**config.mk**
```make
export PLATFORM = sky130hd
export DESIGN_NAME = pipe_hazard_ctrl
export DESIGN_NICKNAME = d
export VERILOG_FILES = /design/src/rtl/pipe_ctrl_pkg.sv /design/src/rtl/load_use_detect.sv /design/src/rtl/pipe_hazard_ctrl.sv
export SDC_FILE = /design/constraint.sdc
export NUM_CORES = 1
export LEC_CHECK = 0
export CORE_UTILIZATION = 54
export CTS_BUF_LIST = sky130_fd_sc_hd__clkbuf_4 sky130_fd_sc_hd__clkbuf_8
export DETAILED_ROUTE_END_ITERATION = 10
export PLACE_DENSITY = 0.95
export REMOVE_ABC_BUFFERS = 1
export SLEW_MARGIN = 20
export SYNTH_ARGS = -nofsm -noshare
export SYNTH_HDL_FRONTEND = slang
export SYNTH_HIERARCHICAL = 1
export SYNTH_SLANG_ARGS = --single-unit
```
**constraint.sdc**
```tcl
create_clock -name clk -period 5.1 [get_ports clk]
set_clock_uncertainty 0.15 [all_clocks]
set_input_delay 1.02 -clock clk [delete_from_list [all_inputs] [get_ports clk]]
set_output_delay 1.02 -clock clk [all_outputs]
set_load 0.05 [all_outputs]
```
**src/rtl/pipe_ctrl_pkg.sv**
```systemverilog
// ----------------------------------------------------------------------------
// pipe_ctrl_pkg
// Shared types and constants for the LEGv8 pipeline sequencing/hazard control.
//   state_t       : controller state encoding (S_INIT..S_HALT, 3-bit)
//   XZR_REG       : register index that never creates a data hazard
//   hazard_ctl_t  : the seven per-pipeline-register stall/flush bits
// ----------------------------------------------------------------------------
package pipe_ctrl_pkg;

    typedef enum logic [2:0] {
        S_INIT  = 3'd0,
        S_RUN   = 3'd1,
        S_DRAIN = 3'd2,
        S_HALT  = 3'd3
    } state_t;

    localparam logic [4:0] XZR_REG = 5'd31;

    typedef struct packed {
        logic ifid_stall;
        logic idex_stall;
        logic exmem_stall;
        logic memwb_stall;
        logic ifid_flush;
        logic idex_flush;
        logic exmem_flush;
    } hazard_ctl_t;

    localparam hazard_ctl_t CTL_NONE = '0;

endpackage

```
**src/rtl/load_use_detect.sv**
```systemverilog
// ----------------------------------------------------------------------------
// load_use_detect
// Purely combinational load-use hazard detector. Flags the case where the
// instruction in EX is a load whose destination is read by the instruction
// in ID. The zero register never counts as a hazard source.
// Ports:
//   mem_read   in  1  instruction in EX is a load
//   ex_rd      in  5  destination register of the instruction in EX
//   id_rn      in  5  first source register of the instruction in ID
//   id_rm      in  5  second source register (after Reg2Loc mux)
//   id_uses_rm in  1  instruction in ID actually reads id_rm
//   lu         out 1  load-use hazard present
// ----------------------------------------------------------------------------
module load_use_detect
    import pipe_ctrl_pkg::*;
#(
    parameter logic [4:0] XZR = XZR_REG
) (
    input  logic       mem_read,
    input  logic [4:0] ex_rd,
    input  logic [4:0] id_rn,
    input  logic [4:0] id_rm,
    input  logic       id_uses_rm,
    output logic       lu
);

    logic rn_match;
    logic rm_match;

    assign rn_match = (ex_rd == id_rn);
    assign rm_match = id_uses_rm && (ex_rd == id_rm);
    assign lu       = mem_read && (ex_rd != XZR) && (rn_match || rm_match);

endmodule

```
**src/rtl/pipe_hazard_ctrl.sv**
```systemverilog
// ----------------------------------------------------------------------------
// pipe_hazard_ctrl
// Central sequencing and hazard controller for the 5-stage LEGv8 pipeline.
// Drives PC write/reset and the stall/flush controls of the IFID, IDEX,
// EXMEM and MEMWB pipeline registers: startup fill, load-use stalls,
// taken-branch flushes and a halt -> drain -> resume sequence.
//
// Optional build macro: HAZARD_PERF_CNT_EN adds stall_cnt / flush_cnt
// performance counters (wrap modulo 2^CNT_W, cleared by reset_n).
//
// Ports:
//   clk, reset_n             clock (rising edge), async active-low reset
//   IFID_rn, IFID_rm         source registers of the instruction in ID
//   IFID_uses_rm             instruction in ID reads IFID_rm
//   IDEX_C_MemRead, IDEX_rd  instruction in EX is a load / its destination
//   EXMEM_take_branch        branch resolved taken in MEM
//   halt_req                 level request to stop fetch and drain
//   pcWrite, pcReset         PC enable, PC synchronous clear
//   *_stall, *_flush         per-pipeline-register hold / bubble insert
//   halted                   controller sits in S_HALT
//   stall_cnt, flush_cnt     perf counters (HAZARD_PERF_CNT_EN only)
//   state                    current state encoding (debug visibility)
//
// In S_RUN and S_DRAIN the outputs are Mealy: they react in the same cycle
// to the hazard inputs so a stall/flush lands on the very next edge.
// ----------------------------------------------------------------------------
module pipe_hazard_ctrl
    import pipe_ctrl_pkg::*;
#(
    parameter int         RESET_HOLD_CYCLES = 2,
    parameter int         DRAIN_CYCLES      = 4,
    parameter int         CNT_W             = 32,
    parameter logic [4:0] XZR               = XZR_REG
) (
    input  logic             clk,
    input  logic             reset_n,
    input  logic [4:0]       IFID_rn,
    input  logic [4:0]       IFID_rm,
    input  logic             IFID_uses_rm,
    input  logic             IDEX_C_MemRead,
    input  logic [4:0]       IDEX_rd,
    input  logic             EXMEM_take_branch,
    input  logic             halt_req,
    output logic             pcWrite,
    output logic             pcReset,
    output logic             IFID_stall,
    output logic             IDEX_stall,
    output logic             EXMEM_stall,
    output logic             MEMWB_stall,
    output logic             IFID_flush,
    output logic             IDEX_flush,
    output logic             EXMEM_flush,
    output logic             halted,
`ifdef HAZARD_PERF_CNT_EN
    output logic [CNT_W-1:0] stall_cnt,
    output logic [CNT_W-1:0] flush_cnt,
`endif
    output logic [2:0]       state
);

    // One counter serves both the reset-hold and the drain phases; it is
    // cleared on every phase entry, so 16 bits covers any sane setting.
    localparam int              HOLD_W     = 16;
    localparam logic [HOLD_W-1:0] HOLD_LAST  = HOLD_W'(RESET_HOLD_CYCLES - 1);
    localparam logic [HOLD_W-1:0] DRAIN_LAST = HOLD_W'(DRAIN_CYCLES - 1);

    // Elaboration-time parameter sanity.
    if (RESET_HOLD_CYCLES < 1 || RESET_HOLD_CYCLES > 15) begin : g_bad_hold
        $error("RESET_HOLD_CYCLES must be in 1..15");
    end
    if (DRAIN_CYCLES < 1) begin : g_bad_drain
        $error("DRAIN_CYCLES must be >= 1");
    end
    if (CNT_W < 1) begin : g_bad_cnt_w
        $error("CNT_W must be >= 1");
    end

    state_t            state_q;
    logic [HOLD_W-1:0] cnt_q;
    logic              lu;
    logic              branch_flush;
    hazard_ctl_t       ctl;
    logic              pc_write_c;
    logic              pc_reset_c;
    logic              halted_c;

    load_use_detect #(
        .XZR (XZR)
    ) u_lu (
        .mem_read   (IDEX_C_MemRead),
        .ex_rd      (IDEX_rd),
        .id_rn      (IFID_rn),
        .id_rm      (IFID_rm),
        .id_uses_rm (IFID_uses_rm),
        .lu         (lu)
    );

    // A taken branch flushes the front of the pipe whenever instructions
    // are flowing (run or drain).
    assign branch_flush = EXMEM_take_branch &&
                          ((state_q == S_RUN) || (state_q == S_DRAIN));

    // ------------------------------------------------------------------
    // State register and phase counter
    // ------------------------------------------------------------------
    always_ff @(posedge clk or negedge reset_n) begin
        if (!reset_n) begin
            state_q <= S_INIT;
            cnt_q   <= '0;
        end else begin
            case (state_q)
                S_INIT: begin
                    if (cnt_q == HOLD_LAST) begin
                        state_q <= S_RUN;
                        cnt_q   <= '0;
                    end else begin
                        cnt_q <= cnt_q + HOLD_W'(1);
                    end
                end
                S_RUN: begin
                    if (halt_req) begin
                        state_q <= S_DRAIN;
                        cnt_q   <= '0;
                    end
                end
                S_DRAIN: begin
                    // A late drop of halt_req does not abort the drain.
                    if (cnt_q == DRAIN_LAST) begin
                        state_q <= S_HALT;
                        cnt_q   <= '0;
                    end else begin
                        cnt_q <= cnt_q + HOLD_W'(1);
                    end
                end
                S_HALT: begin
                    if (!halt_req) begin
                        state_q <= S_RUN;
                    end
                end
                default: begin
                    state_q <= S_INIT;
                    cnt_q   <= '0;
                end
            endcase
        end
    end

    // ------------------------------------------------------------------
    // Output mux
    // ------------------------------------------------------------------
    always_comb begin
        ctl        = CTL_NONE;
        pc_write_c = 1'b0;
        pc_reset_c = 1'b0;
        halted_c   = 1'b0;
        case (state_q)
            S_RUN: begin
                if (EXMEM_take_branch) begin
                    // Branch wins over load-use: the stalled instruction
                    // is on the wrong path anyway.
                    pc_write_c      = 1'b1;
                    ctl.ifid_flush  = 1'b1;
                    ctl.idex_flush  = 1'b1;
                    ctl.exmem_flush = 1'b1;
                end else if (lu) begin
                    ctl.ifid_stall = 1'b1;
                    ctl.idex_flush = 1'b1;
                end else begin
                    pc_write_c = 1'b1;
                end
            end
            S_DRAIN: begin
                if (EXMEM_take_branch) begin
                    // Let the PC capture the target so resume starts there.
                    pc_write_c      = 1'b1;
                    ctl.ifid_flush  = 1'b1;
                    ctl.idex_flush  = 1'b1;
                    ctl.exmem_flush = 1'b1;
                end else begin
                    // Fetch frozen; bubbles push the rest of the pipe out.
                    ctl.ifid_flush = 1'b1;
                end
            end
            S_HALT: begin
                ctl.ifid_stall  = 1'b1;
                ctl.idex_stall  = 1'b1;
                ctl.exmem_stall = 1'b1;
                ctl.memwb_stall = 1'b1;
                halted_c        = 1'b1;
            end
            default: begin
                // S_INIT and any illegal encoding look like reset.
                pc_reset_c      = 1'b1;
                ctl.ifid_flush  = 1'b1;
                ctl.idex_flush  = 1'b1;
                ctl.exmem_flush = 1'b1;
            end
        endcase
    end

    assign pcWrite     = pc_write_c;
    assign pcReset     = pc_reset_c;
    assign IFID_stall  = ctl.ifid_stall;
    assign IDEX_stall  = ctl.idex_stall;
    assign EXMEM_stall = ctl.exmem_stall;
    assign MEMWB_stall = ctl.memwb_stall;
    assign IFID_flush  = ctl.ifid_flush;
    assign IDEX_flush  = ctl.idex_flush;
    assign EXMEM_flush = ctl.exmem_flush;
    assign halted      = halted_c;
    assign state       = state_q;

`ifdef HAZARD_PERF_CNT_EN
    // ------------------------------------------------------------------
    // Performance counters
    // ------------------------------------------------------------------
    logic lu_stall;
    assign lu_stall = (state_q == S_RUN) && lu && !EXMEM_take_branch;

    always_ff @(posedge clk or negedge reset_n) begin
        if (!reset_n) begin
            stall_cnt <= '0;
            flush_cnt <= '0;
        end else begin
            if (lu_stall) begin
                stall_cnt <= stall_cnt + CNT_W'(1);
            end
            if (branch_flush) begin
                flush_cnt <= flush_cnt + CNT_W'(1);
            end
        end
    end
`else
    logic unused_branch_flush;
    assign unused_branch_flush = branch_flush;
`endif

endmodule
```
==> reports/results.tsv <==
stage	metric	value	unit
clock_network	cts_buffers	3	
yosys	ys_top_cells_by_area	dfrtp_1, ha_1, xnor2_1	
setup_path	critPathKind	input pin to output port	
yosys	async_reset_ff_share	100.0	%
timing	period_share	89.52	%
floorplan	die_w	50.85	um
setup_path	crit_path_end_kind	output port	
power	p_total	0.8579	mW
timing	drv_slew	0	
run_status	run_status	finished, final reports clean	
setup_path	cp_max_fo	3	
grt	antenna_found_initial	0	
timing	setup_tns	0	ps
clock_network	cts-htree-levels	1	
flow_run	cap_violations	0	
worst_hold_path	worstHoldStart	cnt_q[1]$_DFFE_PN0P_	
floorplan	ioPinCount	34	
clock_network	clk_path_buf_depth	2	
place	dpl.hpwl	2.551	mm
yosys	syn_avg_cell_area	8.767	um^2
final_layout	n_fill_cell	164	
timing	final-setup-viol-count	0	
clock_network	clock_latency	290	ps
setup_path	critPathLaunch	IDEX_rd[0]	
clock_network	tritoncts	yes	
route	drt_wl_total	3.225	mm
power	power-per-cell-area	527.9	nW/um^2
yosys	yosys_warnings	6	
power	p_leak	0.6457	nW
grt	grt_pass1_wl	5.223	mm
grt	grt_pass1_vias	1205	
place	io_buffers	32	
setup_path	cp.arrival	3400	ps
route	vias	1229	
timing	period_needed	4565	ps
clock_network	cts_resized	0	
clock_network	clock_sinks	18	
final_layout	layout.nets	203	
timing	relSlewSlack	47.01	%
yosys	synth.top_cell.area_share	34.95	%
yosys	ys_seq_elements	18	
final_layout	drive_gt1_share	7.471	%
route	via_per_inst	6.084	
grt	grt_start_max_net_pins	19	
route	drtIter0Drc	44	
yosys	yosysMostFrequentCell	dfrtp_1	
final_layout	area_delta_synth_final	26.12	%
route	drtPass1Iterations	4	
yosys	synth_top_area_cell	dfrtp_1	
clock_network	hold_buffers	0	
timing	rsz0062_at_grt	no	
grt	overflow	0	
worst_hold_path	min_path_type	flip-flop to flip-flop	
place	place.gp.congestion	0.8195	
floorplan	die_area	2586	um^2
timing	worst-slew-pin-transition	792.4	ps
timing	hold_ws	407.5	ps
floorplan	rows	17	
clock_network	cts_setup_buffers	0	
yosys	synth_cell_types	39	
grt	grt_usage	27.44	%
floorplan	die_y	50.85	um
floorplan	initial_core_util	57.70	%
final_layout	n_antenna_cell	0	
timing	clock.fmax	219.0	MHz
timing	final_hold_viol_count	0	
yosys	syn_area	1289	um^2
route	post_drt_wl_per_cell	15.97	um
yosys	yosysSeqAreaShare	34.95	%
floorplan	coreArea	2233	um^2
clock_network	clockRootBuffer	clkbuf_4	
route	ant_nets	0	
yosys	syn_inst	147	
clock_network	clkSlewWorstSetupHoldPaths	90	ps
setup_path	start_kind	input pin	
yosys	synth_common_cells	dfrtp_1, a21oi_1, nand2_1, nand3_1, o21ai_0	
power	vdd_drop_max	702.6	uV
setup_path	r2r_start	state[1]$_DFFE_PN0P_	
setup_path	worst_ep_required_time	3930	ps
route	remaining_drc_errors	0	
yosys	synthFlopType	dfrtp_1	
yosys	synth_edf_count	0	
==> power breakdown <==
part | total (mW) | internal, mW | switching, mW
combinational | 0.597 | 0.202 | 0.395
clock | 0.0870 | 0.0435 | 0.0435
sequential | 0.174 | 0.156 | 0.0184
total | 0.858 | 0.401 | 0.457
==> registers in the layout, indices dropped and copies added, names as in the netlist <==
register,count
cnt_q,16
state,2
==> cells by family (layout without fill, tap and decap cells) <==
group	count (synthesis)	in the layout	synth area share (%)
other cells	1	1	0.2910
buf+inv	17	44	6.894
simple gates	57	57	24.76
xor+xnor	14	14	9.515
compound gates	30	30	14.37
fa+ha+maj	7	7	6.796
mux	3	3	2.427
flops	18	18	34.95
==> path summary, 6_finish.rpt <==
| path | to | slack (ps) | cells after the start |
|---|---|---|---|
| hold / removal | cnt_q[1]$_DFFE_PN0P_ | 410 | 2 |
| setup reg to reg | cnt_q[15]$_DFFE_PN0P_ | 2560 | 6 |
| min in group asynchronous | cnt_q[11]$_DFFE_PN0P_ | 1020 | 1 |
| max in group asynchronous | cnt_q[2]$_DFFE_PN0P_ | 3280 | 1 |
| setup / recovery | pcWrite | 530 | 8 |
| hold reg to reg | cnt_q[1]$_DFFE_PN0P_ | 410 | 2 |
==> layout make-up <==
class / instances / area (um^2) / area share [%]
Multi-Input combinational cell: 112 / 749.5 / 46.11
Sequential cell: 18 / 450.4 / 27.71
Inverter: 7 / 26.28 / 1.617
Tap cell: 28 / 35.03 / 2.156
Clock buffer: 4 / 36.28 / 2.232
Timing Repair Buffer: 33 / 327.8 / 20.17
==> routing by layer <==
metal	up-vias	global-route usage, %	wire length [um]
li1	576	-	-
met1	606	27.34	1190
met2	37	54.44	1833
met3	10	5.655	109
met4	0	10.65	91
met5	-	0	0
==> critical path, stage by stage <==
cell,delay [ps]
clkdlybuf4s50_1,540
xor2_1,220
nor4_1,80
nand3_1,90
a21oi_1,80
or2b_1,220
a21boi_0,250
clkdlybuf4s50_1,880
==> through the flow <==
step | utilization [%] | cell area, um^2 | setup slack, ps | std cells
final | 72.77 | 1625 | 534.5 | 202
after floorplan | - | 1226 | 942.5 | 137
after global routing | 72.77 | 1625 | 419.7 | 202
after global placement | 71.15 | 1589 | 679.2 | 198
after detailed placement | 71.15 | 1589 | 588.6 | 198
after CTS | 72.77 | 1625 | 590.9 | 202
==> placed cells by master (no fill, tap or decap), types with 2 or more instances in the layout <==
master / synthesis / final
or4_1: 2 / 2
clkbuf_4: 0 / 3
o21ai_0: 10 / 10
mux2i_1: 2 / 2
nand4_1: 4 / 4
nor3_1: 3 / 3
inv_1: 7 / 7
xor2_1: 7 / 7
or3_1: 6 / 6
a21oi_1: 10 / 10
nor2_1: 7 / 7
or3_2: 2 / 2
clkdlybuf4s50_1: 0 / 32
nand2_1: 10 / 10
ha_1: 7 / 7
nor4_1: 7 / 7
xnor2_1: 7 / 7
dfrtp_1: 18 / 18
nand3_1: 10 / 10
Note: power is estimated with default switching activity, not from simulation.
